===== config.mk =====
export PLATFORM = sky130hd
export DESIGN_NAME = sd_ctrl_fsm
export DESIGN_NICKNAME = d
export VERILOG_FILES = /design/src/rtl/sd_pkg.sv /design/src/rtl/sd_retry_cnt.sv /design/src/rtl/sd_ctrl_fsm.sv
export SDC_FILE = /design/constraint.sdc
export NUM_CORES = 1
export LEC_CHECK = 0
export ABC_AREA = 1
export CAP_MARGIN = 10
export CORE_MARGIN = 2
export CORE_UTILIZATION = 45
export DETAILED_ROUTE_END_ITERATION = 8
export PLACE_DENSITY = 0.75
export SETUP_SLACK_MARGIN = 0.3
export SLEW_MARGIN = 20
export SYNTH_ARGS = -nofsm -noshare
export SYNTH_HDL_FRONTEND = slang
export SYNTH_SLANG_ARGS = --single-unit

===== constraint.sdc =====
create_clock -name iclk -period 3.2 [get_ports iclk]
set_input_delay 0.64 -clock iclk [delete_from_list [all_inputs] [get_ports iclk]]
set_output_delay 0.64 -clock iclk [all_outputs]
set_load 0.05 [all_outputs]

===== src/rtl/sd_pkg.sv =====
// sd_pkg: SD controller state/command codes and error codes.
package sd_pkg;
    // State code equals the SD command index issued in that state
    typedef enum logic [5:0] {
        IDLE   = 6'd0,
        CMD2   = 6'd2,
        CMD3   = 6'd3,
        ACMD6  = 6'd6,
        CMD7   = 6'd7,
        CMD15  = 6'd15,
        CMD17  = 6'd17,
        READ   = 6'd19,
        WRITE  = 6'd20,
        CMD24  = 6'd24,
        ACMD41 = 6'd41,
        CMD55  = 6'd55
    } sd_state_e;
    localparam logic [2:0] ERR_NONE   = 3'd0;
    localparam logic [2:0] ERR_CMD55  = 3'd1;
    localparam logic [2:0] ERR_ACMD41 = 3'd2;
    localparam logic [2:0] ERR_ACMD6  = 3'd3;
    localparam logic [2:0] ERR_RETRY  = 3'd4;
endpackage


===== src/rtl/sd_retry_cnt.sv =====
// sd_retry_cnt: saturating event counter; ohit means the next event reaches LIMIT.
module sd_retry_cnt #(
    parameter int LIMIT = 3
) (
    input  logic iclk,
    input  logic irst_n,
    input  logic iclr,
    input  logic iinc,
    output logic ohit
);
    localparam int W = $clog2(LIMIT + 1);
    logic [W-1:0] cnt;
    assign ohit = 32'(cnt) + 1 >= LIMIT;
    always_ff @(posedge iclk or negedge irst_n)
        if (!irst_n)
            cnt <= '0;
        else if (iclr)
            cnt <= '0;
        else if (iinc && !ohit)
            cnt <= cnt + 1'b1;
endmodule


===== src/rtl/sd_ctrl_fsm.sv =====
// sd_ctrl_fsm: SD card init and read-modify-write block loop controller.
module sd_ctrl_fsm
    import sd_pkg::*;
#(
    parameter int ADDR_W       = 23,
    parameter int NUM_BLOCKS   = 0,
    parameter int MAX_RETRY    = 3,
    parameter int INIT_TIMEOUT = 1000,
    parameter int WIDE_BUS     = 1
) (
    input  logic              iclk,
    input  logic              irst_n,
    input  logic              istart,
    input  logic              icmd_done,
    input  logic [31:0]       iresp,
    input  logic              idata_crc_fail,
    input  logic              idata_done,
    input  logic              iotp_ready,
    output logic              osel_clk,
    output logic              ogen_otp,
    output logic              onew_otp,
    output logic              ostart_cmd,
    output logic [5:0]        oindex,
    output logic [31:0]       oarg,
    output logic              ostart_d,
    output logic              obusy,
    output logic              osuccess,
    output logic              ofail,
    output logic [2:0]        oerr,
    output logic [ADDR_W-1:0] oblk_cnt
);
    sd_state_e   state;
    logic        start_q, done_seen, acc, read_ok, crc_hit, busy_hit, last_blk;
    logic [15:0] rca;
    logic        unused_resp;
    assign acc       = state == IDLE && istart && !start_q;
    assign read_ok   = state == READ && !idata_crc_fail && (done_seen || idata_done) && iotp_ready;
    assign last_blk  = NUM_BLOCKS != 0 && 32'(oblk_cnt) + 1 == NUM_BLOCKS;
    assign obusy     = state != IDLE;
    assign onew_otp  = state == IDLE;
    assign oindex    = state;
    assign unused_resp = ^{iresp[15:13], iresp[8:6], iresp[4:0]};
    // The block counter doubles as the card block address
    assign oarg = (state == CMD55 && !osel_clk) ? 32'h0000_FFFF :
                  (state inside {CMD55, CMD7, CMD15}) ? {rca, 16'hFFFF} :
                  state == ACMD41 ? 32'h8030_0000 :
                  state == ACMD6 ? 32'hFFFF_FFFE :
                  (state inside {CMD17, CMD24}) ? 32'(oblk_cnt) << 9 : '1;
    sd_retry_cnt #(.LIMIT(MAX_RETRY)) u_crc (
        .iclk, .irst_n, .iclr(acc || read_ok),
        .iinc(state == READ && idata_crc_fail), .ohit(crc_hit)
    );
    sd_retry_cnt #(.LIMIT(INIT_TIMEOUT + 1)) u_busy (
        .iclk, .irst_n, .iclr(acc),
        .iinc(state == ACMD41 && icmd_done && iresp[21:20] != 2'b00 && !iresp[31]), .ohit(busy_hit)
    );
    always_ff @(posedge iclk or negedge irst_n)
        if (!irst_n) begin
            state <= IDLE; start_q <= 1'b0; done_seen <= 1'b0; rca <= '0; oblk_cnt <= '0;
            ostart_cmd <= 1'b0; ostart_d <= 1'b0; ogen_otp <= 1'b0; osel_clk <= 1'b0;
            osuccess <= 1'b0; ofail <= 1'b0; oerr <= ERR_NONE;
        end else begin
            start_q <= istart;
            ostart_cmd <= 1'b0;
            ostart_d <= 1'b0;
            ogen_otp <= 1'b0;
            done_seen <= state == READ && !idata_crc_fail && !read_ok && (done_seen || idata_done);
            case (state)
                IDLE: if (acc) begin
                    state <= CMD55; ostart_cmd <= 1'b1; osuccess <= 1'b0; ofail <= 1'b0;
                    oerr <= ERR_NONE; oblk_cnt <= '0;
                end
                CMD55: if (icmd_done) begin
                    if (!iresp[5]) begin
                        state <= IDLE; ofail <= 1'b1; oerr <= ERR_CMD55; osel_clk <= 1'b0;
                    end else begin
                        state <= osel_clk ? ACMD6 : ACMD41; ostart_cmd <= 1'b1;
                    end
                end
                ACMD41: if (icmd_done) begin
                    if (iresp[21:20] == 2'b00 || (!iresp[31] && busy_hit)) begin
                        state <= IDLE; ofail <= 1'b1; oerr <= ERR_ACMD41; osel_clk <= 1'b0;
                    end else begin
                        state <= iresp[31] ? CMD2 : CMD55; ostart_cmd <= 1'b1;
                    end
                end
                CMD2: if (icmd_done) begin
                    state <= CMD3; ostart_cmd <= 1'b1;
                end
                CMD3: if (icmd_done) begin
                    state <= CMD7; ostart_cmd <= 1'b1; rca <= iresp[31:16]; osel_clk <= 1'b1;
                end
                CMD7: if (icmd_done) begin
                    state <= (WIDE_BUS != 0) ? CMD55 : CMD17; ostart_cmd <= 1'b1; ostart_d <= WIDE_BUS == 0;
                end
                ACMD6: if (icmd_done) begin
                    if (iresp[12:9] != 4'd4) begin
                        state <= IDLE; ofail <= 1'b1; oerr <= ERR_ACMD6; osel_clk <= 1'b0;
                    end else begin
                        state <= CMD17; ostart_cmd <= 1'b1; ostart_d <= 1'b1;
                    end
                end
                CMD17: if (icmd_done) begin
                    state <= iresp[31] ? CMD15 : READ; ostart_cmd <= iresp[31]; ogen_otp <= !iresp[31];
                end
                READ: if (idata_crc_fail) begin
                    if (crc_hit) begin
                        state <= IDLE; ofail <= 1'b1; oerr <= ERR_RETRY; osel_clk <= 1'b0;
                    end else begin
                        state <= CMD17; ostart_cmd <= 1'b1; ostart_d <= 1'b1;
                    end
                end else if (read_ok) begin
                    state <= CMD24; ostart_cmd <= 1'b1;
                end
                CMD24: if (icmd_done) begin
                    state <= WRITE; ostart_d <= 1'b1;
                end
                WRITE: if (idata_done) begin
                    oblk_cnt <= oblk_cnt + 1'b1; state <= last_blk ? CMD15 : CMD17;
                    ostart_cmd <= 1'b1; ostart_d <= !last_blk;
                end
                CMD15: if (icmd_done) begin
                    state <= IDLE; osuccess <= 1'b1; osel_clk <= 1'b0;
                end
                default: state <= IDLE;
            endcase
        end
endmodule


==> results of run 1 <==
-- per-stage QoR --
stage | setup WS [ns] | instance area (sq um)
floorplan | 0.278 | 4490
global placement | 0.557 | 5710
detailed placement | 0.485 | 5710
CTS | 0.249 | 5950
global route | 0.256 | 6100
finish | 0.343 | 6100
-- flip-flops by register name, indices dropped and copies added, names as in the netlist --
register,cells
ostart_cmd,1
u_crc.cnt,2
oerr,3
oblk_cnt,23
start_q,1
ofail,1
osuccess,1
oindex,6
osel_clk,1
ogen_otp,1
rca,16
ostart_d,1
u_busy.cnt,10
done_seen,1
-- worst max-delay path, stage by stage (launching register included) --
cell and delay [ns]:
dfrtp_1 0.48, nor2_4 0.20, buf_4 0.15, nand3_4 0.11
clkinv_2 0.12, clkdlybuf4s50_1 0.81
-- logic make-up (layout without fill, tap and decap cells) --
family          Yosys count  in the layout
flops                    68             68
buf+inv                  82            202
simple gates            321            321
xor+xnor                  5              5
compound gates           93             93
mux                      15             15
fa+ha+maj                 5              5
-- cell type report --
| type | count | share of cell area |
|---|---|---|
| multi-input combinational | 439 | 0.410 |
| sequential | 68 | 0.280 |
| timing repair buffer | 121 | 0.204 |
| inverter | 65 | 0.0406 |
| tap | 129 | 0.0265 |
| clock buffer | 11 | 0.0248 |
| clock inverter | 5 | 0.0135 |
-- power by group through the flow --
stage / logic, mW / registers, mW / clock network (mW)
final: 1.75 / 1.17 / 0.850
after global routing: 1.88 / 1.19 / 0.896
after CTS: 1.69 / 1.16 / 0.860
after detailed placement: 1.68 / 1.17 / 0
after global placement: 1.67 / 1.16 / 0
after floorplan: 0.992 / 1.32 / 0
-- metal layers --
metal  wire, um  part of all wire  up-vias
met5          0                 0        -
met4        239             0.018        0
met3        816             0.060       25
met2       6710              0.50      156
met1       5740              0.43     2153
li1           -                 -     2185
-- worst min-delay path by stage --
stage | endpoint | from | slack, ns | cells after the start
2_1_floorplan | done_seen | irst_n | 0.34 | 0
3_3_place_gp | oerr[2] | oerr[2] | 0.46 | 2
3_5_place_dp | oerr[2] | oerr[2] | 0.47 | 2
4_1_cts | oerr[2] | oerr[2] | 0.49 | 2
5_1_grt | oerr[0] | oerr[0] | 0.50 | 2
6_report | oblk_cnt[1] | irst_n | 0.47 | 2
-- placed cells by master, fill, tap and decap left out, types with 3 or more instances in the layout --
cell	count
dfrtp_1	64
a21oi_1	24
dfrtp_2	4
nor3_1	10
o21ai_0	28
buf_4	36
nor4_1	5
clkbuf_8	11
nand2_1	149
nor2_1	58
ha_1	5
nand3_1	33
o21ai_2	6
o31ai_1	3
nor2_4	8
xor2_1	4
a21oi_2	3
or2_2	3
nand3_2	3
clkdlybuf4s50_1	66
mux2_2	15
nand4_1	19
nand2_2	9
nor2_2	8
buf_12	13
buf_6	4
o21ai_1	7
inv_1	60
a21oi_4	10
-- repair_timing --
action                     4_1_cts  5_1_grt
pin swaps                        0        8
setup buffers                    0       11
gates resized for setup          5       32
setup endpoints to repair       17       17
==> key figures, run 1 <==
Synthesis
  – Xor/xnor cell area share of the yosys netlist: 0.0101
  – #FFs+latches synth: 68
  – Simple-gate share of the synthesized area: 0.352
  – Synth area leader: dfrtp_1
  – Cell area after synthesis: 4350 sq um
  – Share of the yosys chip area belonging to registers: 0.391
  – Largest family of logic cells by synthesized area: simple AND/OR/NAND/NOR gates
  – Asr flop ratio synth: 1.00
  – Synth top area cells: dfrtp_1 (39%), nand2_1 (13%), inv_1 (5.2%), nor2_1 (5.2%), o21ai_0 (4.5%)
  – Post-synthesis mux area share: 0.0388
  – Yosys warnings: 0
  – List of most frequent post-synthesis cells: nand2_1 (150), dfrtp_1 (68), inv_1 (60), nor2_1 (60), o21ai_0 (39)
  – Post-synthesis compound-gate area fraction: 0.115
  – Yosys top cell area share: 0.391
  – Number of flops mapped to enable cells by yosys: 0
  – Most frequent cell after synthesis: nand2_1
  – Post-Syn Instances: 589
  – Mean Syn Cell Area: 7.39 sq um
  – Net Count, Synth: 633
  – Main synth FF type: dfrtp_1
  – Synth unique cells: 44
  – Adder-Cell Fraction of Synth Area: 0.0144

Die
  – Total core area: 9330 sq um
  – # IOs: roughly 110
  – Cell Rows: 35
  – Die Width: 102 um
  – Total Die Area: around 10,000 sq um
  – Initial core utilization: 0.467
  – Die height: 102 um

CTS
  – CTS Buf Count: 9
  – Htree depth: 3
  – CTS max path bufs: 2
  – # hold bufs at CTS: 0
  – Sink Count: 68
  – Worst-skew pair later-pin latency: around 0.35 ns
  – Root Buffer: clkbuf_8
  – CTS tree: yes
  – Clock-pin slew on the worst setup and hold paths: around 0.09 ns

Timing
  – Worst-margin pin slew: around 0.9 ns
  – Final Cycle Share: 0.893
  – Minimum clock period: about 2.9 ns
  – Max Clock Freq: 0.350 GHz
  – Final hold vios: 0
  – Post-route setup TNS: 0 ns
  – RSZ-0062 raised after global routing: yes
  – Hold WS: roughly 0.47 ns
  – Final Setup Violations: 0
  – Rel. slew slack: 0.414
  – Skew final: ~0.0097 ns
  – Max Slew Vio Count: 0

Drt
  – DR vias: about 4.5k
  – DR WL/cell: about 16 um
  – Mean number of vias per cell: about 5.4
  – # DRC: 0
  – DRT iter0 DRCs: roughly 240
  – Post-DRT Antenna Nets: 0
  – DRT Pass-1 Iters: 5
  – WL final: 13.5 mm

Flow run
  – Maxcap violations: 0

Global routing
  – Vias in the first global route: around 4.2k
  – GR Util All Layers: 0.259
  – Largest net degree at the start of global routing: 69
  – Initial antenna violation count: 0
  – GRT busiest layer: met2
  – Met3 usage: 0.0554
  – Total gr overflow: 0
  – Met1 Usage GRT: 0.335
  – Grt met2 use: 0.442
  – First-pass GRT wire length: approximately 21 mm

Setup path
  – R2R depth: 12
  – RR Endpoint: oindex[0]
  – Critical path launch point: oindex[4]
  – Startpoint Class: flop
  – Critical path arrival: around 2.2 ns
  – Worst Setup EP: onew_otp
  – Reg2reg start: oindex[5]
  – Critical path endpoint category: primary output
  – FF-to-FF setup slack: approximately 0.94 ns
  – WS Path Type: flop to primary output
  – CP required: 2.56 ns
  – Critical path fanouts, max: 6

Layout
  – Area delta synth->final: 40.1%
  – Finished Layout Cells: around 840
  – Sequential cell area: around 1700 sq um
  – Multi-input logic area: between 2000 and 3000 sq um
  – Final core occ: 0.654
  – Final nets: ~750
  – Share of cells above drive strength 1: 0.221
  – Fillers: slightly above 800
  – Antenna fix cells: 0

Pwr
  – Pwr/cell area: roughly 620 nW/um^2
  – Net Sw Frac: 0.436
  – Power share of the sequential group: 0.311
  – Worst vdd ir: roughly 0.54 mV
  – Static Leak: approximately 2.9 nW
  – Overall power of the completed layout: approximately 3.8 mW
  – Power share of the clock group: 0.226
  – Pint: between 2 and 2.5 mW
  – Net Switching: around 1.6 mW
  – Combinational share of power: 0.464

Placement
  – Port buffer count: slightly below 100
  – Final Wtd Congestion: 0.970
  – HPWL Detailed: 9.99 mm
  – # placed instances: approximately 800

Outcome
  – Status: complete, no violations

Worst hold path
  – Hold Path Class: input port to async pin
(Power assumes the default switching activity.)
==> inputs of run 2 (changes only) <==
--- a/config.mk
+++ b/config.mk
@@ -6,13 +6,12 @@
 export NUM_CORES = 1
 export LEC_CHECK = 0
 export ABC_AREA = 1
-export CAP_MARGIN = 10
 export CORE_MARGIN = 2
 export CORE_UTILIZATION = 45
+export CTS_CLUSTER_DIAMETER = 80
 export DETAILED_ROUTE_END_ITERATION = 8
 export PLACE_DENSITY = 0.75
 export SETUP_SLACK_MARGIN = 0.3
-export SLEW_MARGIN = 20
 export SYNTH_ARGS = -nofsm -noshare
 export SYNTH_HDL_FRONTEND = slang
 export SYNTH_SLANG_ARGS = --single-unit
==> results of run 2 <==
The final DEF is identical to that of run 1; final timing and power are the same.
